**src/rtl/instr_trace_buffer.sv**
```systemverilog
// Retire-trace capture: decodes each retired instruction into a class, counts per class,
// and stores {pc, class, write-data} in a circular buffer drained via valid/ready.
module instr_trace_buffer #(
   parameter int DEPTH  = 16,
   parameter int PC_W   = 32,
   parameter int DATA_W = 32,
   parameter int CNT_W  = 16
) (
   input  logic                       clk,
   input  logic                       rst,
   input  logic                       ret_valid,
   input  logic [PC_W-1:0]            ret_pc,
   input  logic [31:0]                ret_instr,
   input  logic [DATA_W-1:0]          ret_wd,
   input  logic                       mode,
   input  logic                       freeze,
   input  logic                       clear,
   output logic                       rd_valid,
   input  logic                       rd_ready,
   output logic [PC_W-1:0]            rd_pc,
   output logic [4:0]                 rd_class,
   output logic [DATA_W-1:0]          rd_wd,
   output logic [$clog2(DEPTH):0]     count,
   output logic                       full,
   output logic [CNT_W-1:0]           drop_cnt,
   input  logic [4:0]                 cnt_sel,
   output logic [CNT_W-1:0]           cnt_out
);

   localparam int AW   = $clog2(DEPTH);
   localparam int CW   = AW + 1;
   localparam int NCLS = 17;

   function automatic logic [4:0] decode_class(input logic [31:0] instr);
      logic [5:0] op;
      logic [5:0] fn;
      logic [4:0] cls;
      op = instr[31:26];
      fn = instr[5:0];
      if (instr == 32'd0) begin
         cls = 5'd0;
      end else if (op == 6'd0) begin
         case (fn)
            6'd32:   cls = 5'd1;
            6'd34:   cls = 5'd2;
            6'd36:   cls = 5'd3;
            6'd37:   cls = 5'd4;
            6'd8:    cls = 5'd5;
            6'd0:    cls = 5'd6;
            6'd42:   cls = 5'd7;
            6'd25:   cls = 5'd8;
            6'd10:   cls = 5'd9;
            6'd12:   cls = 5'd10;
            default: cls = 5'd16;
         endcase
      end else begin
         case (op)
            6'd12:   cls = 5'd11;
            6'd35:   cls = 5'd12;
            6'd43:   cls = 5'd13;
            6'd4:    cls = 5'd14;
            6'd2:    cls = 5'd15;
            default: cls = 5'd16;
         endcase
      end
      return cls;
   endfunction

   logic [PC_W-1:0]   mem_pc_r    [DEPTH];
   logic [4:0]        mem_class_r [DEPTH];
   logic [DATA_W-1:0] mem_wd_r    [DEPTH];

   logic [AW-1:0]     head_r, tail_r;
   logic [CW-1:0]     count_r, count_nxt_s;
   logic              full_r, rd_valid_r;
   logic [CNT_W-1:0]  drop_r, cnt_out_r, cnt_out_nxt_s;
   logic [CNT_W-1:0]  cls_cnt_r     [NCLS];
   logic [CNT_W-1:0]  cls_cnt_nxt_s [NCLS];

   logic [4:0]        class_s;
   logic              event_s, pop_s, push_s, adv_s, drop_s;

   // Push/pop decisions; a wrap-mode overwrite and a pop share one head advance.
   always_comb begin
      class_s = decode_class(ret_instr);
      event_s = ret_valid & ~freeze & ~clear;
      pop_s   = rd_valid_r & rd_ready & ~clear;
      push_s  = event_s & (~full_r | pop_s | mode);
      adv_s   = pop_s | (event_s & full_r & mode);
      drop_s  = event_s & full_r & ~pop_s;
      if (clear) begin
         count_nxt_s = {CW{1'b0}};
      end else if (push_s && !adv_s) begin
         count_nxt_s = count_r + CW'(1);
      end else if (adv_s && !push_s) begin
         count_nxt_s = count_r - CW'(1);
      end else begin
         count_nxt_s = count_r;
      end
   end

   // Saturating per-class counter increments and the selected-counter lookahead.
   always_comb begin
      for (int i = 0; i < NCLS; i++) begin
         if (event_s && (class_s == 5'(i)) && (cls_cnt_r[i] != {CNT_W{1'b1}})) begin
            cls_cnt_nxt_s[i] = cls_cnt_r[i] + CNT_W'(1);
         end else begin
            cls_cnt_nxt_s[i] = cls_cnt_r[i];
         end
      end
      if (cnt_sel < 5'(NCLS)) begin
         cnt_out_nxt_s = cls_cnt_nxt_s[cnt_sel];
      end else begin
         cnt_out_nxt_s = {CNT_W{1'b0}};
      end
   end

   // Entry storage; contents are masked at the output while empty, so no reset needed.
   always_ff @(posedge clk) begin
      if (push_s) begin
         mem_pc_r[tail_r]    <= ret_pc;
         mem_class_r[tail_r] <= class_s;
         mem_wd_r[tail_r]    <= ret_wd;
      end
   end

   // Pointers, occupancy, drop and class counters; clear dominates everything.
   always_ff @(posedge clk or negedge rst) begin
      if (!rst) begin
         head_r     <= {AW{1'b0}};
         tail_r     <= {AW{1'b0}};
         count_r    <= {CW{1'b0}};
         full_r     <= 1'b0;
         rd_valid_r <= 1'b0;
         drop_r     <= {CNT_W{1'b0}};
         cnt_out_r  <= {CNT_W{1'b0}};
         for (int i = 0; i < NCLS; i++) cls_cnt_r[i] <= {CNT_W{1'b0}};
      end else if (clear) begin
         head_r     <= {AW{1'b0}};
         tail_r     <= {AW{1'b0}};
         count_r    <= {CW{1'b0}};
         full_r     <= 1'b0;
         rd_valid_r <= 1'b0;
         drop_r     <= {CNT_W{1'b0}};
         cnt_out_r  <= {CNT_W{1'b0}};
         for (int i = 0; i < NCLS; i++) cls_cnt_r[i] <= {CNT_W{1'b0}};
      end else begin
         head_r     <= adv_s ? head_r + AW'(1) : head_r;
         tail_r     <= push_s ? tail_r + AW'(1) : tail_r;
         count_r    <= count_nxt_s;
         full_r     <= (count_nxt_s == CW'(DEPTH));
         rd_valid_r <= (count_nxt_s != {CW{1'b0}});
         drop_r     <= (drop_s && drop_r != {CNT_W{1'b1}}) ? drop_r + CNT_W'(1) : drop_r;
         cnt_out_r  <= cnt_out_nxt_s;
         for (int i = 0; i < NCLS; i++) cls_cnt_r[i] <= cls_cnt_nxt_s[i];
      end
   end

   assign rd_valid = rd_valid_r;
   assign rd_pc    = rd_valid_r ? mem_pc_r[head_r]    : {PC_W{1'b0}};
   assign rd_class = rd_valid_r ? mem_class_r[head_r] : 5'd0;
   assign rd_wd    = rd_valid_r ? mem_wd_r[head_r]    : {DATA_W{1'b0}};
   assign count    = count_r;
   assign full     = full_r;
   assign drop_cnt = drop_r;
   assign cnt_out  = cnt_out_r;

endmodule

```
**config.mk**
```make
export PLATFORM = sky130hd
export DESIGN_NAME = instr_trace_buffer
export DESIGN_NICKNAME = d
export VERILOG_FILES = /design/src/rtl/instr_trace_buffer.sv
export SDC_FILE = /design/constraint.sdc
export NUM_CORES = 2
export LEC_CHECK = 0
export ABC_AREA = 1
export CAP_MARGIN = 15
export CELL_PAD_IN_SITES_DETAIL_PLACEMENT = 1
export CELL_PAD_IN_SITES_GLOBAL_PLACEMENT = 1
export CORE_UTILIZATION = 40
export DETAILED_ROUTE_END_ITERATION = 8
export DONT_BUFFER_PORTS = 1
export PLACE_DENSITY_LB_ADDON = 0.1
export SKIP_CTS_REPAIR_TIMING = 1
export SLEW_MARGIN = 20
export SYNTH_ARGS = -nofsm -noshare
export SYNTH_HDL_FRONTEND = slang
export SYNTH_SLANG_ARGS = --single-unit
export TNS_END_PERCENT = 5
```
**constraint.sdc**
```tcl
create_clock -name clk -period 6.9 [get_ports clk]
set_input_delay 0.69 -clock clk [delete_from_list [all_inputs] [get_ports clk]]
set_output_delay 0.69 -clock clk [all_outputs]
set_load 0.02 [all_outputs]
```
=== Yosys cells after proc, flatten, opt, wreduce, memory -nomap -nowiden ===
Memory sizes are Yosys's and may differ from the RTL's.
Index checks and enable logic that the tools add are counted.

* Add/sub/neg operators: 22
* Magnitude comparators: 2
* Equality and inequality tests: 49
* Multiplexer cells: 44
* Bitwise logic cells: 16
* Reductions and logical operators: 47

{| class="wikitable"
|+ Operators by type and width
! kind !! count
|-
| two-way mux 16 bit || 23
|-
| adder 16 x 1 -> 16 bit (second input constant) || 18
|-
| inequality test 16 bit (second input constant) || 18
|-
| two-way mux 272 bit || 1
|-
| binary-select mux 16 bit (select 5 bit) || 1
|-
| two-way mux 32 bit || 2
|-
| case mux 5 bit (10 select lines) || 1
|-
| == test 6 bit (second input constant) || 7
|-
| == test 5 x 4 -> 1 bit (second input constant) || 8
|-
| logical AND 1 bit || 37
|-
| two-way mux 5 bit || 7
|-
| logical NOT 32 bit || 1
|-
| case mux 5 bit (5 select lines) || 1
|-
| == test 6 x 4 -> 1 bit (second input constant) || 4
|-
| == test 5 x 3 -> 1 bit (second input constant) || 4
|-
| two-way mux 4 bit || 4
|-
| logical NOT 6 bit || 2
|-
| == test 5 x 2 -> 1 bit (second input constant) || 2
|-
| == test 5 bit (second input constant) || 2
|-
| adder 4 x 1 -> 4 bit (second input constant) || 2
|-
| AND 1 bit || 8
|-
| == test 6 x 2 -> 1 bit (second input constant) || 1
|-
| == test 6 x 3 -> 1 bit (second input constant) || 1
|-
| == test 6 x 5 -> 1 bit (second input constant) || 1
|-
| 13 further kinds || 24
|}

* Flip-flop bits (word level): 319
* Bits in writable memories: 1,104
* Output and inout bits: 108
* Logic and storage cells: 207
* Memories: 3

{| class="wikitable"
|+ Memory list
! name !! words !! width !! read ports !! clocked after Yosys merged registers in !! write ports !! line !! text
|-
| mem_pc_r || 16 || 32 || 1 || 0 || 1 || 69 || <nowiki>logic [PC_W-1:0] mem_pc_r [DEPTH];</nowiki>
|-
| mem_wd_r || 16 || 32 || 1 || 0 || 1 || 71 || <nowiki>logic [DATA_W-1:0] mem_wd_r [DEPTH];</nowiki>
|-
| mem_class_r || 16 || 5 || 1 || 0 || 1 || 70 || <nowiki>logic [4:0] mem_class_r [DEPTH];</nowiki>
|}

=== Logic depth before layout (Yosys ltp) ===
* Word-level depth: 13
* Depth in mapped cells: 20
* Gate-level depth less buffers: 20

=== Least setup slack after synthesis ===
No wires, ideal clock.

* Path type: input to register
* Start point: input port clear
* End point: memory mem_class_r[11][0] (enable)
* Setup time: 0.497 ns
* Arrival time: 4.504 ns
* Required time: 6.403 ns
* Path slack: 1.900 ns
* Stages on the path: 8
* Cell sequence: inv_1 nand2_1 inv_1 buf_4 o31ai_1 inv_1 nand2_1 nor2_1

* Cells in the longest elaborated chain, start to end: 7
* Elaborated cells on any way between the ends: 8
* Classes of those cells: mux: 2; bitwise: 6

{| class="wikitable"
|+ RTL lines
! what !! line !! text
|-
| start: declaration || 17 || <nowiki>input logic clear,</nowiki>
|-
| inverter 1 bit * || 86, 87 ||
|-
| AND 1 bit || 87 || <nowiki>pop_s = rd_valid_r & rd_ready & ~clear;</nowiki>
|-
| OR 1 bit (2 in a row) || 88 || <nowiki>push_s = event_s & (~full_r | pop_s | mode);</nowiki>
|-
| AND 1 bit * || 88 ||
|-
| two-way mux 1 bit * || 120 || <nowiki>if (push_s) begin</nowiki>
|-
| two-way mux 1 bit (implied by the code) * || 122 || <nowiki>mem_class_r[tail_r] <= class_s;</nowiki>
|-
| end: declaration || 70 ||
|}

Every way passes the cells marked *; elsewhere a longest branch is shown, timed or not.

=== Worst setup path after layout ===
* Start point: register head_r[1]
* End point: output port rd_wd[16]

* Cells in the longest elaborated chain, start to end: 2

{| class="wikitable"
|+ RTL lines
! what !! line !! text
|-
| start: declaration || 73 || <nowiki>logic [AW-1:0] head_r, tail_r;</nowiki>
|-
| start signal: assignment || 130 || <nowiki>head_r <= {AW{1'b0}};</nowiki>
|-
| start signal: assignment || 139 || <nowiki>head_r <= {AW{1'b0}};</nowiki>
|-
| start signal: assignment || 148 || <nowiki>head_r <= adv_s ? head_r + AW'(1) : head_r;</nowiki>
|-
| memory (16 x 32 bit) || - ||
|-
| two-way mux 32 bit || 162 || <nowiki>assign rd_wd = rd_valid_r ? mem_wd_r[head_r] : {DATA_W{1'b0}};</nowiki>
|-
| end: declaration || 22 || <nowiki>output logic [DATA_W-1:0] rd_wd,</nowiki>
|}

No other way between the ends.

==> metrics <==
DRT antenna net count=0; placed cell area=67260 µm²; # port buffers=0; power per cell area=266.3 nW/µm²; commonest cells in the netlist=edfxtp_1, nor2_1, nand2_1; # nets final=6447; Iter 0 DRT Violations=3227; critical path, cell by cell=inv_8 -> buf_4 -> o21ai_0 -> o221ai_1 -> o211ai_1 -> a21oi_1; Starting Density=about two fifths; Crit path largest cell delay=0.97 ns; DR WL/cell=24.69 µm; Setup TNS=0 ns; Net Count, Synth=6516; clock tree sinks=1423; register area=41150 µm²; Max Buffers Root-to-Sink=3; Die H=approximately 400 µm; initial antenna violation count=11; flops & latches, synth=between 1000 and 1500; Max Cap Violations=0; Yosys warning count=0; Crit Path Max Fanout=between 100 and 150; I/O pins=around 220; setup violators final=0; Tot Pwr=19480 µW; H-tree Lvls=4; slew margin rel.=20.65%; drt via density=5.659; multi-input logic area=21140 µm²; largest net degree at the start of global routing=320; DRC=0; Synth Instances=between 6000 and 7000; CTS tree=yes; Worst Skew=about 0.026 ns; total grt overflow=0; Final min period=5.381 ns; post-synthesis async set-or-reset flop share=22.42%; dpl cells=8245; Synth top area share=50.85%; vias in the first global route=approximately 50000; Clk pin slew, worst setup/hold paths=~0.060 ns; Post-synth EDFFs=1104; CP top delay family=compound AO/OA/AOI/OAI gates; nature of the critical path endpoint=output pin; total number of vias=between 40000 and 50000; critical path class=flop to output pin; fmax=185.8 MHz; Worst-Skew Late Latency=slightly above 0.8 ns; mapped cell area=65190 µm²; max-slew violations=0; CTS Root Cell=clkbuf_16; RSZ-0062 raised after global routing=no; core footprint=161100 µm²; Critical Path Slowest Stage Cell=a21oi_1; total CTS buffers=161; failing checks=hold timing; dpl hpwl=124300 µm; fraction of layout cells with a size suffix above 1=6.061%; CP arrival=4.69 ns; syn avg cell area=10.21 µm²; die area=164600 µm²; WP buf/inv=2; top-count cell post-synth=edfxtp_1; worst hold path type=primary input to async pin; worst vdd ir=0.2630 mV; final WL=212400 µm; leak pwr=0.02564 µW; fin area=73140 µm²; TritonRoute pass-1 iters=5; most used flip-flop cell after synthesis=edfxtp_1; hold_ws=-0.3801 ns; fin cells=8602; dominant cell type by area after synthesis=edfxtp_1; Netlist cell types=50; Die Wd=between 400 and 500 µm; GR Util All Layers=25.65%; Syn-to-layout area delta=12.20%; fill cell count=between 15000 and 20000; Worst Setup Start Kind=flop; gpl congestion=0.8433; synth top area cells=edfxtp_1, dfrtp_1, nor2_1; Period Utilization, post-route=approximately 78%; Fin. Hold Viols=roughly 320; Seq/Total Area, Yosys=63.10%; Required @ worst endpoint=6.21 ns; Slew @ Worst Pin=1.194 ns; status=finished with violations; Rows=147; first-pass GRT wire length=318100 µm
## state kept, by name, indices dropped and copies added (netlist names)
register / cells
cls_cnt_r: 272
cnt_out: 16
count: 5
head_r: 4
mem_class_r: 80
drop_cnt: 16
rd_valid: 1
mem_pc_r: 512
mem_wd_r: 512
tail_r: 4
full: 1
## final timing paths
check | from | to | slack (ns) | cells after the start
worst max-delay path | head_r[1] | rd_wd[16] | 1.52 | 6
worst min register to register | cls_cnt_r[70] | cls_cnt_r[70] | 0.56 | 2
min in group clk | clear | cls_cnt_r[163] | 0.04 | 1
max in group asynchronous | rst | drop_cnt[13] | 6.55 | 0
worst min-delay path | rst | cls_cnt_r[151] | -0.38 | 0
worst max register to register | rd_valid | mem_pc_r[3][16] | 2.88 | 9
## power breakdown
part / total [µW] / switching (µW) / internal [µW]
clock network: 8510 / 3630 / 4880
logic: 1610 / 1270 / 343
registers: 9360 / 69.8 / 9290
total: 19500 / 4970 / 14500
## layout make-up
type                       instances  area share [%]
clock inverter                    80           1.196
antenna                            7         0.02395
clock buffer                     204           5.881
timing repair buffer             134           1.796
inverter                         431           2.246
tap                             2160           3.695
multi-input combinational       4163           28.90
sequential                      1423           56.26
## cells in the final DEF (no fill, tap or decap), drive strengths merged
master and n:
diode 7, nand3 413, nand4 186, o22ai 89, nor2 1052, buf 69, xnor2 17, clkbuf 204
o21a 2, o21bai 9, a22o 1, or2 12, a31oi 9, inv 428, a211oi 3, o21ai 697
o221ai 187, ha 25, nand2 852, o211ai 90, bufinv 12, dfrtp 319, dlygate4sd3 65, or3 1
nor3 99, a22oi 3, xor2 150, clkinvlp 5, clkinv 66, o31ai 3, nand3b 19, a21boi 4
mux2i 3, edfxtp 1104, and3 1, nor4 32, a21oi 201, nor3b 3
## per-layer routing
metal  track usage [%]  vias to the layer above  share of wire (%)
met3             5.408                      316                5.2
li1                  -                    22490                  -
met5                 0                        -             0.0052
met4             8.520                        2                3.0
met2             42.56                     1007                 48
met1             33.30                    24860                 44
## logic make-up (layout without fill, tap and decap cells)
logic type                 after synthesis  in the layout  share of synthesized area, %
muxes                                    3              3                       0.04607
xor gates and xnor gates               167            167                         2.244
DFF                                   1423           1423                         63.10
adders and majority gates               25             25                        0.4798
and+or+nand+nor                       2670           2670                         17.74
AOI/OAI and AO/OA                     1298           1298                         11.70
other                                    0              7                             0
buffers and inverters                  797            849                         4.687
## stage by stage
step	setup WS [ns]	utilization, %
after floorplan	1.900	-
after detailed placement	2.409	41.75
final	1.519	45.40
after CTS	1.522	44.96
after global routing	1.318	45.39
after global placement	2.478	41.75
(Power assumes the default switching activity.)
